**config.mk**
```make
export PLATFORM = sky130hd
export DESIGN_NAME = fare_collector
export DESIGN_NICKNAME = d
export VERILOG_FILES = /design/src/rtl/fare_pkg.sv /design/src/rtl/fare_timeout_timer.sv /design/src/rtl/fare_collector.sv
export SDC_FILE = /design/constraint.sdc
export NUM_CORES = 1
export LEC_CHECK = 0
export BUFFER_PORTS_ARGS = -buffer_cell sky130_fd_sc_hd__buf_2
export CORE_MARGIN = 2
export CORE_UTILIZATION = 31
export CTS_CLUSTER_SIZE = 30
export DETAILED_ROUTE_END_ITERATION = 10
export GPL_ROUTABILITY_DRIVEN = 0
export PLACE_DENSITY = 0.55
export SLEW_MARGIN = 10
export SYNTH_ARGS = -nofsm -noshare
export SYNTH_HDL_FRONTEND = slang
export SYNTH_SLANG_ARGS = --single-unit
```
**constraint.sdc**
```tcl
create_clock -name clk -period 6.2 [get_ports clk]
set_input_delay 1.24 -clock clk [delete_from_list [all_inputs] [get_ports clk]]
set_output_delay 1.24 -clock clk [all_outputs]
set_load 0.02 [all_outputs]
```
**src/rtl/fare_pkg.sv**
```systemverilog
// Fare collector shared definitions.
// Holds the FSM state encoding and the default fare/width constants that the
// collector and the turnstile bench agree on.
package fare_pkg;

  typedef enum logic [1:0] {
    IDLE    = 2'd0,
    COLLECT = 2'd1,
    GRANT   = 2'd2,
    REFUND  = 2'd3
  } fare_state_e;

  localparam int FARE_DEF        = 100;
  localparam int VAL_W_DEF       = 8;
  localparam int CREDIT_W_DEF    = 10;
  localparam int TIMEOUT_CYC_DEF = 1000;

endpackage

```
**src/rtl/fare_timeout_timer.sv**
```systemverilog
// Idle timer for the fare collector.
// Ports:
//   clk, rst  clock and asynchronous active-low reset
//   i_clr     synchronous clear (wins over i_en)
//   i_en      count enable
//   o_tc      terminal count, high while the count equals TIMEOUT_CYC-1
module fare_timeout_timer #(
  parameter int TIMEOUT_CYC = 1000
) (
  input  logic clk,
  input  logic rst,
  input  logic i_clr,
  input  logic i_en,
  output logic o_tc
);

  localparam int CNT_W = (TIMEOUT_CYC > 2) ? $clog2(TIMEOUT_CYC) : 1;
  localparam logic [CNT_W-1:0] TC_VAL = CNT_W'(TIMEOUT_CYC - 1);

  logic [CNT_W-1:0] r_cnt;

  always_ff @(posedge clk or negedge rst) begin
    if (!rst)       r_cnt <= '0;
    else if (i_clr) r_cnt <= '0;
    else if (i_en)  r_cnt <= r_cnt + 1'b1;
  end

  // The collector leaves COLLECT on terminal count, so the count never wraps.
  assign o_tc = (r_cnt == TC_VAL);

endmodule

```
**src/rtl/fare_collector.sv**
```systemverilog
// Fare collector: accumulates coin credit, pulses the turnstile coin input once
// the fare is met, returns change on overpay and full credit on cancel/timeout.
// Ports:
//   clk, rst                      clock, asynchronous active-low reset
//   coin_in_valid/coin_in_value   coin event from the sensor
//   cancel                        passenger cancel
//   coin_in_ready                 coin events are accepted (IDLE/COLLECT)
//   coin                          one-cycle grant pulse to the turnstile
//   credit                        accumulated credit
//   change_valid/change_amount    change/refund pulse and amount (amount holds)
//   timeout_flag                  refund was caused by inactivity
//   coin_reject                   a coin arrived in GRANT/REFUND (one cycle late)
// All outputs are registered: the output process computes next-cycle values
// from the next state, and a single register stage drives the ports.
module fare_collector
  import fare_pkg::*;
#(
  parameter int FARE        = FARE_DEF,
  parameter int VAL_W       = VAL_W_DEF,
  parameter int CREDIT_W    = CREDIT_W_DEF,
  parameter int TIMEOUT_CYC = TIMEOUT_CYC_DEF
) (
  input  logic                clk,
  input  logic                rst,
  input  logic                coin_in_valid,
  input  logic [VAL_W-1:0]    coin_in_value,
  input  logic                cancel,
  output logic                coin_in_ready,
  output logic                coin,
  output logic [CREDIT_W-1:0] credit,
  output logic                change_valid,
  output logic [CREDIT_W-1:0] change_amount,
  output logic                timeout_flag,
  output logic                coin_reject
);

  localparam logic [CREDIT_W:0] L_FARE = (CREDIT_W+1)'(FARE);

  fare_state_e         r_state, w_state_nx;
  logic                w_accept, w_meets, w_tc, w_busy;
  logic [CREDIT_W:0]   w_sum;
  logic [CREDIT_W-1:0] w_credit_nx, w_chg_nx;
  logic                w_coin_nx, w_cv_nx, w_to_nx, w_ready_nx, w_rej_nx;

  assign w_busy   = (r_state == GRANT) || (r_state == REFUND);
  // Zero-value events carry no credit and do not count as activity.
  assign w_accept = coin_in_valid && (coin_in_value != '0) && !w_busy;
  // IDLE starts from zero credit; one extra bit keeps the sum exact.
  assign w_sum    = (r_state == IDLE ? '0 : (CREDIT_W+1)'(credit))
                  + (CREDIT_W+1)'(coin_in_value);
  assign w_meets  = (w_sum >= L_FARE);

  fare_timeout_timer #(.TIMEOUT_CYC(TIMEOUT_CYC)) u_timer (
    .clk   (clk),
    .rst   (rst),
    .i_clr (w_accept || (r_state != COLLECT)),
    .i_en  (r_state == COLLECT),
    .o_tc  (w_tc)
  );

  // State register
  always_ff @(posedge clk or negedge rst) begin
    if (!rst) r_state <= IDLE;
    else      r_state <= w_state_nx;
  end

  // Next state: in COLLECT a coin is added before cancel/timeout are looked at.
  always_comb begin
    w_state_nx = r_state;
    case (r_state)
      IDLE:    if (w_accept) w_state_nx = w_meets ? GRANT : COLLECT;
      COLLECT: begin
        if (w_accept && w_meets)            w_state_nx = GRANT;
        else if (cancel || (!w_accept && w_tc)) w_state_nx = REFUND;
      end
      GRANT:   w_state_nx = IDLE;
      REFUND:  w_state_nx = IDLE;
      default: w_state_nx = IDLE;
    endcase
  end

  // Next output values
  always_comb begin
    w_credit_nx = credit;
    if (w_accept)    w_credit_nx = CREDIT_W'(w_sum);
    else if (w_busy) w_credit_nx = '0;

    w_coin_nx  = (w_state_nx == GRANT);
    w_ready_nx = (w_state_nx == IDLE) || (w_state_nx == COLLECT);
    w_rej_nx   = coin_in_valid && w_busy;
    w_to_nx    = (r_state == COLLECT) && !w_accept && !cancel && w_tc;

    w_cv_nx  = 1'b0;
    w_chg_nx = change_amount;
    if (w_state_nx == GRANT) begin
      w_chg_nx = CREDIT_W'(w_sum - L_FARE);
      w_cv_nx  = (w_sum != L_FARE);
    end else if (w_state_nx == REFUND) begin
      w_chg_nx = w_credit_nx;
      w_cv_nx  = 1'b1;
    end
  end

  // Output registers
  always_ff @(posedge clk or negedge rst) begin
    if (!rst) begin
      credit        <= '0;
      coin          <= 1'b0;
      change_valid  <= 1'b0;
      change_amount <= '0;
      timeout_flag  <= 1'b0;
      coin_reject   <= 1'b0;
      coin_in_ready <= 1'b1;
    end else begin
      credit        <= w_credit_nx;
      coin          <= w_coin_nx;
      change_valid  <= w_cv_nx;
      change_amount <= w_chg_nx;
      timeout_flag  <= w_to_nx;
      coin_reject   <= w_rej_nx;
      coin_in_ready <= w_ready_nx;
    end
  end

endmodule
```
==> results.md, run 1 <==
* RSZ-0062 raised after global routing: false
* Synthesized Nets at 273
* Worst R2R Start: r_state[1]
* Hold buffers post-CTS at 0
* First DRT Iteration DRCs at 110
* Die H at 90.3 µm
* Worst Path Max Fanout at 19
* Ports at 37
* Yosys warns at 0
* Multi-input gate area at 1300 µm²
* Setup repair bufs after CTS at 0
* Share of cells above drive strength 1 at 19.4%
* Post-Place Worst Slack at 2.03 ns
* Root Driver: clkbuf_8
* Antenna fix cells at 0
* Hold Startpoint: change_amount[0]
* Final Hold Fails at 0
* PortBufs at 36
* Register area share after synthesis at 40.2%
* Crit path required time at 6.37 ns
* Peak VDD IR at 0.240 mV
* Clk_skew at 0.00586 ns
* Setup ws final at 2.05 ns
* Post-Syn Area per Cell at 9.27 µm²
* Drt total wl at 5600 µm
* Setup TNS at 0 ns
* Post-synth EDFFs at 0
* Post-CTS sizing at 0
* CTS clock-pin slew for the worst setup and hold paths at 0.07 ns
* Relative slew slack at 46.7%
* Final Total Pwr at 1.29 mW
* CTS tree: built
* Final net count at 307
* Transition time of the tightest slew-check pin at 0.800 ns
* Vias in the first global route at 1,896
* Max-slew violation count at 0
* Wirelength per Cell at 14.6 µm
* Crit. Startpoint: r_state[1]
* Post-Syn Area at 2310 µm²
* Maximum clock frequency at 241 MHz
* Area grow syn2layout at 14.3%
* Num CTS Buffers at 5
* #FFs+latches synth at 37
* Worst-Skew Late Latency at 0.29 ns
* Max H-tree Level at 2
* Placement row count at 31
* Max cap viols at 0
* Grt ovf at 0
* Critical path type: reg2reg
* Drt pass-1 iters at 4
* Worst path arrival time at 4.31 ns
* CP Launch Type: register
* Cell variety after synth at 53
* Final ANT Viol Nets at 0
* Final worst-path cycle share at 66.9%
* Worst Hold Class: reg2reg
* Clock sinks at 37
* Initial Utilization at 32.0%
* Die Width at 90.3 µm
* First-pass GRT wire length at 9700 µm
* Leak at 1.23 nW
* Initial antenna violation count at 0
* Ys flop type: dfrtp_1
* Setup violators final at 0
* # fillers at 783
* Sequential Area at 927 µm²
* Via density at 5.07
* Maximum clock path buffer count at 2
* Total Die Area at 8150 µm²
* Core area at 7210 µm²
* Total GRT Usage at 14.6%
* Largest net degree at the start of global routing at 38
* Cell count after synthesis at 249
* HPWL after DPL at 4230 µm
* P per Cell Area at 488 nW/µm²
* Run status: finished, final reports clean
* DR vias at 1,942
* Worst setup EP type: register
* Async SR Flop Fraction at 100%
* Drt drc at 0
* Fin crit period at 4.15 ns
[routing by layer]
| layer | vias to the layer above | wire length, µm | global-route usage, % |
|---|---|---|---|
| met1 | 933 | 2810 | 22.7 |
| li1 | 959 | - | - |
| met3 | 8 | 240 | 2.42 |
| met5 | - | 0 | 0 |
| met2 | 42 | 2470 | 20.6 |
| met4 | 0 | 71 | 4.62 |
[through the flow]
step	instances	util [%]	hold slack (ns)	cell area, µm²
floorplan	249	-	0.448	2310
global placement	375	35.4	0.460	2560
detailed placement	375	35.4	0.456	2560
CTS	383	36.6	0.484	2640
global route	383	36.6	0.510	2640
finish	383	36.6	0.476	2640
[Yosys cell counts, types with 3 or more instances]
| cell | instances | area [µm²] |
|---|---|---|
| a211oi_1 | 3 | 22.5 |
| a21o_1 | 6 | 45.0 |
| a21oi_1 | 15 | 75.1 |
| a32oi_1 | 5 | 43.8 |
| and2_1 | 4 | 25.0 |
| and3_1 | 5 | 31.3 |
| buf_4 | 3 | 22.5 |
| clkbuf_1 | 5 | 18.8 |
| dfrtp_1 | 36 | 901 |
| ha_1 | 11 | 138 |
| inv_1 | 5 | 18.8 |
| nand2_1 | 32 | 120 |
| nand3_1 | 9 | 45.0 |
| nand4_1 | 5 | 31.3 |
| nor2_1 | 24 | 90.1 |
| nor2b_1 | 11 | 68.8 |
| nor3_1 | 3 | 15.0 |
| o21ai_0 | 5 | 25.0 |
| or3_1 | 3 | 18.8 |
| xnor2_1 | 9 | 78.8 |
| xor2_1 | 6 | 52.6 |
[logic make-up after synthesis]
kind of cell | Yosys count | synth area share (%)
simple gates | 112 | 25.3
mux | 1 | 0.434
xor+xnor | 15 | 5.69
buf+inv | 15 | 3.58
compound gates | 57 | 18.0
flops | 37 | 40.2
fa+ha+maj | 12 | 6.83
[worst max-delay path, stage by stage, from the launching register on]
cell and delay, ns:
dfrtp_1 0.61, nor2_1 0.58, nor2b_1 0.10, ha_1 0.24, fa_1 0.43, a21o_1 0.23, a211oi_1 0.33, o221ai_1 0.25
o2111ai_1 0.34, o211ai_2 0.17, nor3b_4 0.23, and3b_1 0.23, a221o_1 0.27
[power breakdown]
part / switching (mW) / internal [mW]
Clock: 0.0811 / 0.0778
Sequential: 0.0679 / 0.319
Combinational: 0.459 / 0.284
Total: 0.608 / 0.681
[path summary, 6_finish.rpt]
kind / to / slack [ns] / cells past startpoint
hold / removal: change_amount[0] / 0.48 / 2
setup reg to reg: change_amount[5] / 2.05 / 12
max in group asynchronous: change_amount[0] / 4.66 / 1
min in group asynchronous: u_timer.r_cnt[9] / 1.04 / 1
setup / recovery: change_amount[5] / 2.05 / 12
hold reg to reg: change_amount[0] / 0.48 / 2
[state kept, by name, summed over array words and instances (netlist names)]
register / count
change_amount: 10
change_valid: 1
coin: 1
coin_in_ready: 1
coin_reject: 1
credit: 10
r_state: 2
timeout_flag: 1
u_timer.r_cnt: 10
[cell usage in the layout, fill, tap and decap left out, drive strengths merged, types with 3 or more instances in the layout]
cell	instances
a21o	6
a32oi	5
xnor2	9
a31oi	3
nor2b	11
a211oi	3
clkbuf	6
xor2	6
a21boi	3
or3	3
and3	5
nand3	9
buf	37
inv	5
ha	11
nor3	3
nor2	24
nand2	33
o21ai	7
dfrtp	36
nand4	5
a21oi	15
and2	4
[final cells by class]
cell class,count,area share [%]
clock buffer,6,2.75
sequential,37,35.1
timing repair buffer,37,7.11
tap,99,4.69
clock inverter,2,0.379
inverter,5,0.711
multi-input combinational,197,49.2
(Power assumes the default switching activity.)
==> run 2: changes to the inputs <==
- PLACE_DENSITY: 0.55 -> 0.57
- clock period: 6.2 -> 3.57 ns (I/O delays scaled with it)
==> results.md, run 2 (synthesis results as in run 1) <==
* Run status: finished, final reports clean
* Reg2reg end: change_amount[5]
* # fillers at 772
* Root Driver: clkbuf_8
* Cells after DPL at 388
* CTS clock-pin slew for the worst setup and hold paths at 0.07 ns
* Hold-critical path depth at 2
* Setup violators final at 0
* Critical path type: reg2reg
* Internal power at 1.32 mW
* Worst Path Max Fanout at 11
* Num CTS Buffers at 5
* Drt total wl at 5910 µm
* Reg2reg path depth at 13
* WHS Endpoint: change_amount[8]
* Share of cells above drive strength 1 at 23.5%
* Fin crit period at 3.34 ns
* Ports at 37
* Vias in the first global route at 1,994
* Maximum clock path buffer count at 2
* Wirelength per Cell at 14.9 µm
* RSZ-0062 raised after global routing: false
* Post-Place Worst Slack at 0.109 ns
* Total Die Area at 8150 µm²
* Sequential share of power at 26.4%
* Hold Startpoint: change_amount[8]
* Transition time of the tightest slew-check pin at 0.846 ns
* Grt ovf at 0
* Setup TNS at 0 ns
* CP Launch Type: register
* Total GRT Usage at 15.2%
* Clk pwr share at 12.4%
* Final Hold Fails at 0
* Clk_skew at 0.00480 ns
* Relative slew slack at 43.6%
* Switching pwr at 1.09 mW
* Max-slew violation count at 0
* Final net count at 321
* Final ANT Viol Nets at 0
* Worst R2R Start: r_state[1]
* Clock sinks at 37
* R2r setup slk at 0.23 ns
* Max cap viols at 0
* P per Cell Area at 866 nW/µm²
* Die Width at 90.3 µm
* Initial Utilization at 32.0%
* Area grow syn2layout at 20.1%
* Crit path required time at 3.74 ns
* Logic pwr share at 61.2%
* Peak VDD IR at 0.369 mV
* Via density at 5.01
* Max H-tree Level at 2
* Regs by FF count: change_amount x10, credit x10, u_timer.r_cnt x10
* Final worst-path cycle share at 93.4%
* CTS tree: built
* Leak at 1.30 nW
* Antenna fix cells at 0
* Fin cells at 397
* First-pass GRT wire length at 10,100 µm
* Worst-Skew Late Latency at 0.28 ns
* First DRT Iteration DRCs at 56
* HPWL after DPL at 4460 µm
* Sw frac at 45.2%
* Drt drc at 0
* Die H at 90.3 µm
* Worst setup EP type: register
* Worst path arrival time at 3.51 ns
* Setup ws final at 0.234 ns
* Most frequent cells in the layout: dfrtp_1 (36), buf_2 (36), nand2_1 (32)
* PortBufs at 36
* Largest net degree at the start of global routing at 38
* Placement row count at 31
* Initial antenna violation count at 0
* Drt pass-1 iters at 4
* Core area at 7210 µm²
* DR vias at 1,987
* Maximum clock frequency at 300 MHz
* Worst Hold Class: reg2reg
run 2: cell count changes in the layout (fill, tap and decap cells not counted), sizes merged:
cell / change
clkbuf: +2
buf: +14
clkinv: -2
run 2: how the worst max path moves through the flow:
stage | cells past startpoint | start | endpoint
2_1_floorplan | 14 | r_state[1] | change_amount[4]
3_3_place_gp | 11 | coin_in_value[0] | change_amount[5]
3_5_place_dp | 11 | coin_in_value[0] | change_amount[5]
4_1_cts | 12 | r_state[1] | change_amount[5]
5_1_grt | 14 | r_state[1] | change_amount[5]
6_report | 13 | r_state[1] | change_amount[5]
run 2: stage by stage:
step | area (µm²) | hold WS [ns] | util (%) | power, mW
floorplan | 2310 | 0.418 | - | 1.64
global route | 2770 | 0.497 | 38.4 | 2.60
detailed placement | 2650 | 0.453 | 36.8 | 2.05
CTS | 2740 | 0.475 | 38.0 | 2.37
finish | 2770 | 0.468 | 38.4 | 2.40
global placement | 2650 | 0.448 | 36.8 | 2.05
run 2: repair_timing:
| item | 4_1_cts | 5_1_grt |
|---|---|---|
| setup endpoints to repair | 0 | 10 |
| buffers inserted | 0 | 1 |
| hold endpoints to repair | 0 | 0 |
| resized for setup | 0 | 3 |
| hold buffers | 0 | 0 |
run 2: metal layers:
layer	wire length [µm]	global-route usage (%)	part of all wire, %
met5	0	0	0
met4	40	4.87	0.68
met3	165	1.75	2.8
met2	2700	23.1	46
met1	3000	22.4	51
run 2: final cells by class:
type	count	area (µm²)	share of cell area, %
flip-flops and latches	37	927	33.4
multi-input cells	197	1310	47.2
well taps	99	124	4.47
inverters	5	18.8	0.677
repair buffers	51	305	11.0
clock buffers	8	90.1	3.25
run 2: power groups by stage:
stage / registers (mW) / clock network [mW] / logic (mW)
3_5_place_dp: 0.642 / 0 / 1.41
3_3_place_gp: 0.643 / 0 / 1.41
2_1_floorplan: 0.769 / 0 / 0.868
5_1_grt: 0.655 / 0.328 / 1.61
6_report: 0.635 / 0.298 / 1.47
4_1_cts: 0.635 / 0.310 / 1.43
run 2: worst max-delay path, stage by stage (launching register included):
cell and delay [ns]:
dfrtp_1 0.39, nor2_2 0.20, nor2b_1 0.08, ha_1 0.22, fa_1 0.43, a21o_1 0.23, a211oi_1 0.29, o221ai_1 0.20
o2111ai_2 0.26, o211ai_2 0.16, nor3b_4 0.19, buf_12 0.15, and3b_1 0.17, a221o_1 0.25
